[src/rtl/frame_max_pkg.sv]
// Shared definitions for the frame maximum tracker and related datapaths.
// Holds the default widths, the frame state encoding and an
// elaboration-time ceil(log2) helper used for parameter consistency checks.
package frame_max_pkg;

    localparam int DEF_SIG_WIDTH  = 10;
    localparam int DEF_FRAME_LEN  = 16;
    localparam int DEF_IDX_WIDTH  = 4;
    localparam int DEF_FCNT_WIDTH = 16;

    // Frame accumulation state: waiting for a frame's first sample, or accumulating.
    localparam logic [0:0] S_FIRST = 1'b0;
    localparam logic [0:0] S_ACC   = 1'b1;

    // ceil(log2(value)) for value >= 1; returns 0 for value == 1.
    function automatic int clog2_f(input int value);
        int w;
        w = 0;
        for (int i = 0; i < 31; i++) begin
            if (value > (32'sd1 <<< i)) begin
                w = i + 1;
            end else begin
                w = w;
            end
        end
        return w;
    endfunction

endpackage

[src/rtl/max_cmp_update.sv]
// Signed compare-and-select of a (value, index) pair.
// Returns the larger of the current best and a candidate; on equal values
// the lower index is kept, so the earliest occurrence of a maximum wins.
// Ports:
//   cur_max  / cur_idx  : current best value and its index
//   cand_val / cand_idx : candidate value and its index
//   new_max  / new_idx  : selected value and index
import frame_max_pkg::*;

module max_cmp_update #(
    parameter int SIG_WIDTH = DEF_SIG_WIDTH,
    parameter int IDX_WIDTH = DEF_IDX_WIDTH
) (
    input  logic signed [SIG_WIDTH-1:0] cur_max,
    input  logic        [IDX_WIDTH-1:0] cur_idx,
    input  logic signed [SIG_WIDTH-1:0] cand_val,
    input  logic        [IDX_WIDTH-1:0] cand_idx,
    output logic signed [SIG_WIDTH-1:0] new_max,
    output logic        [IDX_WIDTH-1:0] new_idx
);

    logic take_s;

    // Candidate wins on strictly greater value, or equal value at a lower index.
    always_comb begin
        take_s = 1'b0;
        if (cand_val > cur_max) begin
            take_s = 1'b1;
        end else if ((cand_val == cur_max) && (cand_idx < cur_idx)) begin
            take_s = 1'b1;
        end else begin
            take_s = 1'b0;
        end
    end

    // Select the winning pair.
    always_comb begin
        new_max = cur_max;
        new_idx = cur_idx;
        if (take_s) begin
            new_max = cand_val;
            new_idx = cand_idx;
        end else begin
            new_max = cur_max;
            new_idx = cur_idx;
        end
    end

endmodule

[src/rtl/frame_max_tracker.sv]
// Groups a signed sample stream into frames of FRAME_LEN samples and reports,
// per frame, the maximum value, its 0-based index within the frame and a
// wrapping frame number. Valid/ready on both sides; the result sits in a
// single-entry holding register. Only the sample that would complete a frame
// stalls while an older result is still unconsumed.
// Ports:
//   clk, rst                       : clock, synchronous active-high reset
//   in_valid, in_ready, in_data    : sample input handshake
//   out_valid, out_ready           : result handshake
//   out_max, out_idx, out_fnum     : frame maximum, its index, frame number
import frame_max_pkg::*;

module frame_max_tracker #(
    parameter int SIG_WIDTH  = DEF_SIG_WIDTH,
    parameter int FRAME_LEN  = DEF_FRAME_LEN,
    parameter int IDX_WIDTH  = DEF_IDX_WIDTH,
    parameter int FCNT_WIDTH = DEF_FCNT_WIDTH
) (
    input  logic                         clk,
    input  logic                         rst,
    input  logic                         in_valid,
    output logic                         in_ready,
    input  logic signed [SIG_WIDTH-1:0]  in_data,
    output logic                         out_valid,
    input  logic                         out_ready,
    output logic signed [SIG_WIDTH-1:0]  out_max,
    output logic        [IDX_WIDTH-1:0]  out_idx,
    output logic        [FCNT_WIDTH-1:0] out_fnum
);

    if (IDX_WIDTH != clog2_f(FRAME_LEN)) begin : g_idx_width_check
        $error("frame_max_tracker: IDX_WIDTH must equal clog2(FRAME_LEN)");
    end
    if ((FRAME_LEN < 2) || (FRAME_LEN > 256)) begin : g_frame_len_check
        $error("frame_max_tracker: FRAME_LEN must be in 2..256");
    end

    // Counter value carried by the sample that completes a frame.
    localparam logic [IDX_WIDTH-1:0] LAST_CNT = IDX_WIDTH'(FRAME_LEN - 1);

    logic [0:0]                  state_r;
    logic [IDX_WIDTH-1:0]        cnt_r;
    logic signed [SIG_WIDTH-1:0] max_r;
    logic [IDX_WIDTH-1:0]        best_idx_r;
    logic [FCNT_WIDTH-1:0]       fcnt_r;
    logic                        out_valid_r;
    logic signed [SIG_WIDTH-1:0] out_max_r;
    logic [IDX_WIDTH-1:0]        out_idx_r;
    logic [FCNT_WIDTH-1:0]       out_fnum_r;

    logic                        last_s;
    logic                        in_ready_s;
    logic                        in_xfer_s;
    logic                        out_xfer_s;
    logic                        frame_done_s;
    logic signed [SIG_WIDTH-1:0] upd_max_s;
    logic [IDX_WIDTH-1:0]        upd_idx_s;

    max_cmp_update #(
        .SIG_WIDTH (SIG_WIDTH),
        .IDX_WIDTH (IDX_WIDTH)
    ) u_cmp (
        .cur_max  (max_r),
        .cur_idx  (best_idx_r),
        .cand_val (in_data),
        .cand_idx (cnt_r),
        .new_max  (upd_max_s),
        .new_idx  (upd_idx_s)
    );

    // Next accepted sample would complete the current frame.
    always_comb begin
        last_s = 1'b0;
        if ((state_r == S_ACC) && (cnt_r == LAST_CNT)) begin
            last_s = 1'b1;
        end else begin
            last_s = 1'b0;
        end
    end

    // Stall only the completing sample while the result register is full and
    // not being drained this cycle; a drain in the same cycle frees the slot.
    always_comb begin
        in_ready_s = 1'b1;
        if (rst) begin
            in_ready_s = 1'b0;
        end else if (last_s && out_valid_r && !out_ready) begin
            in_ready_s = 1'b0;
        end else begin
            in_ready_s = 1'b1;
        end
    end

    // Handshake events for this cycle.
    always_comb begin
        in_xfer_s    = in_valid && in_ready_s;
        out_xfer_s   = out_valid_r && out_ready;
        frame_done_s = in_valid && in_ready_s && last_s;
    end

    // Running max, best index, sample counter and frame state.
    always_ff @(posedge clk) begin
        if (rst) begin
            state_r    <= S_FIRST;
            cnt_r      <= {IDX_WIDTH{1'b0}};
            max_r      <= {SIG_WIDTH{1'b0}};
            best_idx_r <= {IDX_WIDTH{1'b0}};
        end else if (in_xfer_s) begin
            case (state_r)
                S_FIRST: begin
                    max_r      <= in_data;
                    best_idx_r <= {IDX_WIDTH{1'b0}};
                    cnt_r      <= IDX_WIDTH'(1);
                    state_r    <= S_ACC;
                end
                S_ACC: begin
                    if (last_s) begin
                        cnt_r   <= {IDX_WIDTH{1'b0}};
                        state_r <= S_FIRST;
                    end else begin
                        max_r      <= upd_max_s;
                        best_idx_r <= upd_idx_s;
                        cnt_r      <= cnt_r + IDX_WIDTH'(1);
                    end
                end
                default: begin
                    cnt_r   <= {IDX_WIDTH{1'b0}};
                    state_r <= S_FIRST;
                end
            endcase
        end else begin
            state_r <= state_r;
        end
    end

    // Result holding register and frame counter; a load on frame completion
    // takes priority over a drain so back-to-back results leave no bubble.
    always_ff @(posedge clk) begin
        if (rst) begin
            out_valid_r <= 1'b0;
            out_max_r   <= {SIG_WIDTH{1'b0}};
            out_idx_r   <= {IDX_WIDTH{1'b0}};
            out_fnum_r  <= {FCNT_WIDTH{1'b0}};
            fcnt_r      <= {FCNT_WIDTH{1'b0}};
        end else if (frame_done_s) begin
            out_valid_r <= 1'b1;
            out_max_r   <= upd_max_s;
            out_idx_r   <= upd_idx_s;
            out_fnum_r  <= fcnt_r;
            fcnt_r      <= fcnt_r + FCNT_WIDTH'(1);
        end else if (out_xfer_s) begin
            out_valid_r <= 1'b0;
        end else begin
            out_valid_r <= out_valid_r;
        end
    end

    assign in_ready  = in_ready_s;
    assign out_valid = out_valid_r;
    assign out_max   = out_max_r;
    assign out_idx   = out_idx_r;
    assign out_fnum  = out_fnum_r;

endmodule

[config.mk]
export PLATFORM = sky130hd
export DESIGN_NAME = frame_max_tracker
export DESIGN_NICKNAME = d
export VERILOG_FILES = /design/src/rtl/frame_max_pkg.sv /design/src/rtl/max_cmp_update.sv /design/src/rtl/frame_max_tracker.sv
export SDC_FILE = /design/constraint.sdc
export NUM_CORES = 1
export LEC_CHECK = 0
export ABC_AREA = 1
export CAP_MARGIN = 10
export CELL_PAD_IN_SITES_DETAIL_PLACEMENT = 1
export CELL_PAD_IN_SITES_GLOBAL_PLACEMENT = 1
export CORE_ASPECT_RATIO = 1.25
export CORE_MARGIN = 3
export CORE_UTILIZATION = 39
export CTS_CLUSTER_SIZE = 28
export DETAILED_ROUTE_END_ITERATION = 8
export PLACE_DENSITY_LB_ADDON = 0.1
export SLEW_MARGIN = 20
export SYNTH_ARGS = -nofsm -noshare
export SYNTH_HDL_FRONTEND = slang
export SYNTH_SLANG_ARGS = --single-unit
[constraint.sdc]
create_clock -name clk -period 2.1 [get_ports clk]
set_input_delay 0.21 -clock clk [delete_from_list [all_inputs] [get_ports clk]]
set_output_delay 0.21 -clock clk [all_outputs]
set_load 0.05 [all_outputs]
**Word level (Yosys, flattened, before mapping)**

Index checks and enable logic that the tools add are counted.

- Add/sub/neg operators: 2
- Order comparisons: 2
- Eq/ne operators: 3
- Muxes and demuxes: 17
- Bitwise gates (word level): 1
- Reductions and logical operators: 10

Operator list:

| cell | number |
|---|---|
| $mux 10 | 2 |
| $pmux 10 s2 | 1 |
| $add 16x1->16 const B | 1 |
| $pmux 4 s2 | 2 |
| $mux 4 | 3 |
| $eq 10x10->1 | 1 |
| $gt 10x10->1 | 1 |
| $mux 1 | 8 |
| $logic_and 1x1->1 | 7 |
| $add 4x1->4 const B | 1 |
| $eq 4x4->1 const B | 1 |
| $lt 4x4->1 | 1 |
| $ne 2x2->1 const B | 1 |
| $pmux 1 s2 | 1 |
| $reduce_and 2->1 | 1 |
| $reduce_bool 2->1 | 1 |
| $logic_not 1->1 | 1 |
| $not 1->1 | 1 |

- Bits in registers: 66
- Input bits: 14
- Output and inout bits: 32
- Logic and storage cells: 44

**Logic depth before layout (Yosys ltp)**

- Depth after elaboration: 10
- Depth in mapped cells: 15
- Depth with buffers taken out: 14

**Modules after synthesis**

Synthesis repeated with hierarchy kept, for this count alone.

- Cell total of the unflattened synthesis: 515
- Area total of the unflattened synthesis: 3460.8 sq um

By module, submodules not included:

| module | instances | cells an instance | area an instance (sq um) | sequential area each (sq um) |
|---|---|---|---|---|
| frame_max_tracker | 1 | 392 | 2751.4 | 1321.3 |
| max_cmp_update | 1 | 123 | 709.4 | 0.0 |

**Least setup slack after synthesis**

OpenSTA, ideal clock, no wires.

- Kind: flip-flop to flip-flop
- From: reg cnt_r[0]
- To: reg out_fnum_r[10] (netlist: out_fnum[10])
- Library setup time: 126 ps
- Arrival: 2077 ps
- Required time: 1974 ps
- Slack: -103 ps
- Stages on the path, launching flop included: 13
- Buffers on the path: 1
- Clock period less this slack: 2203 ps
- Cells stage by stage: dfxtp_1 > ha_1 > nand2_1 > nor3_4 > a21oi_2 > nand2_4 > inv_2 > nand2_2 > nand2_1 > clkinv_2 > buf_4 > nand2_1 > o21ai_0

- Cells in the longest elaborated chain, start to end: 9

Ends and longest elaborated chain:

| what | RTL line | text |
|---|---|---|
| from (decl) | frame_max_tracker.sv:42 | `logic [IDX_WIDTH-1:0] cnt_r;` |
| from (signal assigned) | frame_max_tracker.sv:105 | `cnt_r <= {IDX_WIDTH{1'b0}};` |
| from (signal assigned) | frame_max_tracker.sv:118 | `cnt_r <= {IDX_WIDTH{1'b0}};` |
| from (signal assigned) | frame_max_tracker.sv:123 | `cnt_r <= cnt_r + IDX_WIDTH'(1);` |
| $eq 4x4->1 | frame_max_tracker.sv:74 | `if ((state_r == S_ACC) && (cnt_r == LAST_CNT)) begin` |
| $logic_and 1x1->1 | frame_max_tracker.sv:74 |  |
| $mux 1 | frame_max_tracker.sv:74 |  |
| $logic_and 1x1->1 (2 in a row) | frame_max_tracker.sv:87 | `end else if (last_s && out_valid_r && !out_ready) begin` |
| $mux 1 | frame_max_tracker.sv:87 |  |
| $mux 1 | frame_max_tracker.sv:85 | `if (rst) begin` |
| via in_ready | frame_max_tracker.sv:22 | `output logic in_ready,` |
| $logic_and 1x1->1 (2 in a row) | frame_max_tracker.sv:98 | `frame_done_s = in_valid && in_ready_s && last_s;` |
| to (signal assigned) | frame_max_tracker.sv:143 | `out_fnum_r <= {FCNT_WIDTH{1'b0}};` |
| to (signal assigned) | frame_max_tracker.sv:149 | `out_fnum_r <= fcnt_r;` |
| to (decl) | frame_max_tracker.sv:49 | `logic [FCNT_WIDTH-1:0] out_fnum_r;` |

The timed path passes the listed nets, and every way through them passes these cells.
A chain may end at the register's enable or synchronous reset.

**Worst setup path in the final report**

- From: reg cnt_r[1]
- To: reg max_r[0]

- Cells in the longest elaborated chain, start to end: 9
- Elaborated cells between the ends (all ways): 17
- Those cells by class: 1 x order compare; 2 x eq/ne; 8 x mux; 6 x reduce/logical

Ends and longest elaborated chain:

| what | RTL line | text |
|---|---|---|
| parallel branches: the longest is 9 deep, another holds $lt 4x4->1 | - |  |
| to (signal assigned) | frame_max_tracker.sv:106 | `max_r <= {SIG_WIDTH{1'b0}};` |
| to (signal assigned) | frame_max_tracker.sv:111 | `max_r <= in_data;` |
| to (signal assigned) | frame_max_tracker.sv:121 | `max_r <= upd_max_s;` |
| to (decl) | frame_max_tracker.sv:43 | `logic signed [SIG_WIDTH-1:0] max_r;` |

Parallel ways; which one is timed is not known. The select of a mux whose other input is x is not followed.

==> flow_metrics.tcl <==
set metrics [dict create \
    gp_congestion 0.8597 \
    pwr-share-comb_pct 13.6 \
    wirelength_um 10570 \
    worstSetupPathType "flop to flop" \
    cpMostUsedCell "a21oi_1" \
    holdCritPathClass "flop to flop" \
    fp.dieW_um 88.57 \
    r2r-end "max_r[0]" \
    pre_cts_slack_ns -0.2299 \
    yosysTopAreaCellShare_pct 39.76 \
    critPathLaunch "cnt_r[1]" \
    cts_root_buf "clkbuf_8" \
    min_to "out_max[7]" \
    rr_startpoint "cnt_r[1]" \
    min-delay-start "out_max[7]" \
    route.vias.total 3434 \
    antenna_left 0 \
    gr-total-overflow 0 \
    portBuffers 45 \
    power_density_nw_per_um2 714.3 \
    wl_per_cell_um 16.29 \
    first_global_vias 3590 \
    cts_tree "done" \
    dp.final_hpwl_um 7573 \
    start_util_pct 40.10 \
    drive_above_1_share_pct 12.86 \
    power.total_mw 3.158 \
    yosys_warnings 0 \
    crit_path_end_kind "flop" \
    final-hold-violation-count 0 \
    seq_area_frac_synth_pct 39.76 \
    syn_area_per_cell_um2 6.967 \
    p_leak_nw 1.867 \
    firstDrtPassIters 5 \
    worstPathCellList "ha_2 -> nand2_1 -> nor3_4 -> a21oi_4 -> nand2_4 -> buf_4 -> nor2_1 -> inv_2 -> a21oi_1 -> a21oi_1" \
    reg2reg_slack_ns 0.14 \
    grt_max_degree 29 \
    synth.area.top_cells "dfxtp_1 40%, nand2_1 12%, nand3_1 11%" \
    switching_share_pct 24.67 \
    synthCells 477 \
    grt_pass1_wl_um 17090 \
    htree_levels 3 \
    area_growth_pct 33.02 \
    die_h_um 109.2 \
    outcome "finished, final reports clean" \
    worstPathRequired_ns 2.38 \
    max_cap_violations 0 \
    seqPwrFrac_pct 40.5 \
    max_slew_margin_pct 65.26 \
    drc 0 \
    synth-seq-cells 66 \
    internal_power_mw 2.379 \
    row_count 37 \
    cp_slowest_cell "dfxtp_4" \
    core_area_um2 8287 \
    async_flop_share_pct 0 \
    syn-num-nets 506 \
    ys_types 29 \
    rsz0062_at_grt "yes" \
    finalCriticalPeriod_ns 1.965 \
    hold_path_depth 2 \
    cts_buffers 9 \
    antenna_found_initial 0 \
    ir_drop_mv 0.4913 \
    drv_slew 0 \
    yosysTopAreaCell "dfxtp_1" \
    fin_skew_ns 0.008602 \
    crit_arrival_ns 2.24 \
    max_slew.worst_pin.slew_ns 0.5194 \
    synthFlopType "dfxtp_1" \
    setup_slack_ns 0.1350 \
    clk_latency_ns 0.35 \
    final_util_pct 53.34 \
    fin_nets 576 \
    io-pin-count 46 \
    grt_use_total_pct 23.26 \
    clkSinkCount 66 \
    synth-edff-count 0 \
    diodes 0 \
    post-route-period-util_pct 93.57 \
    cts.clk_slew.worst_paths_ns 0.07 \
    netlist_area_um2 3323 \
    fmax_ghz 0.5089 \
    switchingPower_mw 0.7790 \
    finalSetupViolations 0 \
    rr_worst_depth 10 \
    cp_slowest_stage_delay_ns 0.37 \
    power.share.clock_pct 45.9 \
    clock_path_buffers 2 \
    start_kind "flop" \
    cp_max_fo 14 \
    drt-initial-drc-count 101 \
    dieArea_um2 9672 \
    via_per_inst 5.291 \
]
through the flow:
stage	cell area (um^2)	TNS, ns	instances	hold WS [ns]
global placement	4051	-4.450	629	0.4380
global route	4420	-0.004731	649	0.4757
finish	4420	0	649	0.4493
floorplan	3331	0	477	0.4012
detailed placement	4051	-5.418	629	0.4401
CTS	4320	-0.001793	645	0.4532
flip-flops by register name (all words and copies together) (netlist names):
| register | flops |
|---|---|
| out_max | 10 |
| state_r | 1 |
| out_idx | 4 |
| out_fnum | 16 |
| fcnt_r | 16 |
| best_idx_r | 4 |
| max_r | 10 |
| out_valid | 1 |
| cnt_r | 4 |
routing by layer:
layer / wire length (um) / up-vias / track usage, %
li1: - / 1695 / -
met1: 4357 / 1670 / 25.91
met2: 5716 / 54 / 43.21
met3: 315 / 15 / 4.611
met4: 184 / 0 / 7.883
met5: 0 / - / 0
layout by cell type, fill, tap and decap left out, types with 2 or more instances in the layout:
cell type / n
o21ai_0: 29
nand4_1: 3
nand3_1: 69
inv_1: 61
nand2_1: 103
nor2_1: 23
bufinv_16: 4
o21ai_1: 2
nor2_2: 2
ha_1: 13
nor4_1: 3
buf_4: 30
clkdlybuf4s50_1: 44
xor2_1: 6
nor3_1: 10
inv_2: 3
a21oi_1: 43
dfxtp_1: 65
nand2_4: 2
nand2_2: 3
buf_12: 3
clkbuf_8: 10
a31oi_1: 2
worst max path at each step:
stage	to	slack, ns	cells past startpoint
floorplan	out_fnum[10]	0.12	12
global placement	max_r[4]	-0.21	12
detailed placement	max_r[4]	-0.23	12
CTS	out_fnum[9]	-0.002	12
global route	best_idx_r[3]	-0.005	10
finish	max_r[0]	0.14	10
critical path, delay by kind of cell (launching register included):
family,cells,cell delay (ns)
AO/OA/AOI/OAI,3,0.39
adder cells (fa/ha/maj),1,0.19
buffers and inverters,2,0.40
flip-flops,1,0.37
AND/OR/NAND/NOR,4,0.54
final cells by class:
cell class,instances,area (um^2)
Timing Repair Buffer,79,752.0
Clock inverter,5,125.1
Multi-Input combinational cell,325,1700
Sequential cell,66,1325
Inverter,66,255.2
Tap cell,97,121.4
Fill cell,1045,3866
Clock buffer,11,141.4
cells by family after synthesis:
| kind of cell | after synthesis | synth area share (%) |
|---|---|---|
| adder cells (fa/ha/maj) | 15 | 5.648 |
| flip-flops | 66 | 39.76 |
| AO/OA/AOI/OAI | 80 | 12.39 |
| AND/OR/NAND/NOR | 223 | 29.52 |
| XOR/XNOR | 7 | 1.845 |
| buffers and inverters | 86 | 10.84 |
timing repair:
item,4_1_cts,5_1_grt
resized for setup,2,20
gates cloned,0,0
endpoints found under the hold margin,0,0
pin swaps,0,3
buffers inserted,0,4
endpoints found under the setup margin,9,49
hold buffers,0,0
synth_stat cells (2+ instances only):
cell type	instances
dfxtp_1	66
ha_1	15
nand4_1	3
buf_4	4
o21ai_1	2
buf_6	2
nand3_1	70
nand2_1	106
inv_1	62
nor4_1	3
nor2_1	26
nor3_1	10
buf_2	5
o21ai_0	29
a21oi_1	44
a31oi_1	2
inv_2	3
clkbuf_1	9
xor2_1	6
power groups by stage:
stage	Clock (mW)	Sequential [mW]	Combinational, mW
4_1_cts	1.47	1.28	0.409
2_1_floorplan	0	1.31	0.232
3_5_place_dp	0	1.31	0.405
5_1_grt	1.52	1.28	0.472
6_report	1.45	1.28	0.430
3_3_place_gp	0	1.31	0.392
No activity file was read; power rests on OpenSTA's default activity.
==> RTL edit, RTL diff (same flow settings) <==
`DEF_FCNT_WIDTH`: 16 -> 18.
--- a/src/rtl/frame_max_pkg.sv
+++ b/src/rtl/frame_max_pkg.sv
@@ -6,7 +6,7 @@
     localparam int DEF_SIG_WIDTH  = 10;
     localparam int DEF_FRAME_LEN  = 16;
     localparam int DEF_IDX_WIDTH  = 4;
-    localparam int DEF_FCNT_WIDTH = 16;
+    localparam int DEF_FCNT_WIDTH = 18;
 
     // Frame accumulation state: waiting for a frame's first sample, or accumulating.
     localparam logic [0:0] S_FIRST = 1'b0;
Ports: changed (resized out_fnum); port bits go from 46 to 48. The function was not compared with the original's and may differ.
==> RTL edit against the unedited design <==
  * Synthesized area grew 5.6%
  * Via count grew 3.4%
  * Design area grew 3.6%
  * Total power shrank 14%
  * Wire length grew 3.3%
  * Die area grew 5.3%
  * Sequential cell count grew 4
  * Setup slack lost 0.042 ns
  * Critical path type unchanged
  * Largest power group is now registers
  * Highest routed layer unchanged
==> RTL edit: results (changes against the unedited design) <==
layout:
  fill_cells: 1134  # +8.5%
  n_antenna_cell: 0  # unchanged
  drive_above_1_share_pct: 14.1  # +1.2 points
  layout.nets: 596  # +3.5%
  seq_area_mm2: 0.00140  # +5.9%
  finalNonFillerCells: 689  # +6.2%
global_route:
  antenna_found_initial: 0  # unchanged
  grt_pass1_wl_mm: 18.3  # +7.1%
  gr-total-overflow: 0  # unchanged
  grt.met3_usage_pct: 4.49  # -0.12 points
  grt_pass1_vias: 3855  # +7.4%
  grt_max_degree: 26  # -10%
  grt_use_total_pct: 22.3  # -0.99 points
  use_met2_pct: 42.6  # -0.66 points
  gr-usage-met1_pct: 23.9  # -2.1 points
placement:
  dp.cells: 675  # +7.3%
  pre_cts_slack_ns: -0.215  # +0.0149 ns
  gp_congestion: 0.826  # -3.9%
  hpwl_mm: 7.81  # +3.1%
  place_area_mm2: 0.00430  # +6.2%
  numPortBuffers: 47  # +4.4%
yosys:
  synth_commonest_cells: "nand2_1, dfxtp_1, nand3_1"
  synth-main-ff-cell: "dfxtp_1"
  syn_avg_cell_area_um2: 7.09  # +1.8%
  syn-num-nets: 524  # +3.6%
  synth_area_leaders: "dfxtp_1, nand2_1, nand3_1, a21oi_1, inv_1"
  ys_warn_count: 0  # unchanged
  synth.distinct_cells: 31  # +6.9%
  ys_seq_area_share_pct: 39.9  # +0.16 points
route:
  met2WireLength_mm: 5.87  # +2.7%
  top_layer: "met4"
  wl_met1_mm: 4.40  # +1.0%
  drt-total-wl_mm: 10.9  # +3.3%
  vias: 3551  # +3.4%
  dr_wl_met3_um: 376  # +19%
  drtIter0Drc: 112  # +11%
  drtPass1Iterations: 4  # -1
worst_setup_path:
  crit_arrival_ns: 2.29  # +0.05 ns
  startpoint: "max_r[8]$_SDFFE_PP0P_"
  r2r_cells: 12  # +2
  crit_end: "best_idx_r[3]$_SDFFE_PP0P_"
  slowest_stage: "dfxtp_1"
  path_max_fanout: 5  # -9
  cp_top_family: "simple AND/OR/NAND/NOR gates"
  cpPeakStageDelay_ns: 0.34  # -0.03 ns
  rrSetupSlack_ns: 0.09  # -0.04 ns
power:
  ir_drop_uv: 300  # -39%
  leakage_nw: 1.91  # +2.2%
status:
  outcome: "finished clean"
cts:
  numCtsBuffers: 9  # unchanged
  cts_max_level: 3  # unchanged
  cts_root_buffer: "clkbuf_8"
  cts_buffer_depth: 2  # unchanged
sta:
  tightest_slew_ns: 0.521  # +0.00203 ns
  skew_ns: 0.00658  # -0.00202 ns
  min_period_ns: 2.01  # +0.0417 ns
min_path:
  hp-class: "reg2reg"
-- RTL edit: cell families after synthesis --
| kind of cell | Yosys count | share of synthesized area, % |
|---|---|---|
| flip-flops | 70 | 39.9 |
| AO/OA/AOI/OAI | 83 | 12.6 |
| XOR/XNOR | 11 | 2.74 |
| adder cells (fa/ha/maj) | 15 | 5.35 |
| AND/OR/NAND/NOR | 230 | 29.0 |
| buffers and inverters | 86 | 10.3 |
-- RTL edit: worst min path at each step --
| stage | from | to | slack (ns) | depth (start not counted) |
|---|---|---|---|---|
| floorplan | in_data[1] | max_r[1]$_SDFFE_PP0P_ | 0.41 | 2 |
| global placement | out_idx[3]$_SDFFE_PP0P_ | out_idx[3]$_SDFFE_PP0P_ | 0.44 | 2 |
| detailed placement | out_max[2]$_SDFFE_PP0P_ | out_max[2]$_SDFFE_PP0P_ | 0.44 | 2 |
| CTS | out_max[2]$_SDFFE_PP0P_ | out_max[2]$_SDFFE_PP0P_ | 0.46 | 2 |
| global route | out_max[2]$_SDFFE_PP0P_ | out_max[2]$_SDFFE_PP0P_ | 0.48 | 2 |
| finish | out_max[2]$_SDFFE_PP0P_ | out_max[2]$_SDFFE_PP0P_ | 0.45 | 2 |
-- RTL edit: repair_timing --
action | in CTS | in global routing
setup buffers | 0 | 1
setup endpoints to repair | 3 | 46
gates resized for setup | 1 | 29
gates cloned | 0 | 0
pin swaps | 0 | 3
-- RTL edit: final cells by class --
type / instances / area share (%)
well taps: 120 / 3.28
multi-input cells: 339 / 40.7
repair buffers: 83 / 16.9
clock buffers: 11 / 2.87
inverters: 64 / 5.30
flip-flops and latches: 70 / 30.6
clock inverters: 2 / 0.273
-- RTL edit: report_power, final --
group | switching (mW) | internal, mW
clock network | 0.493 | 0.408
registers | 0.0111 | 1.35
logic | 0.273 | 0.177
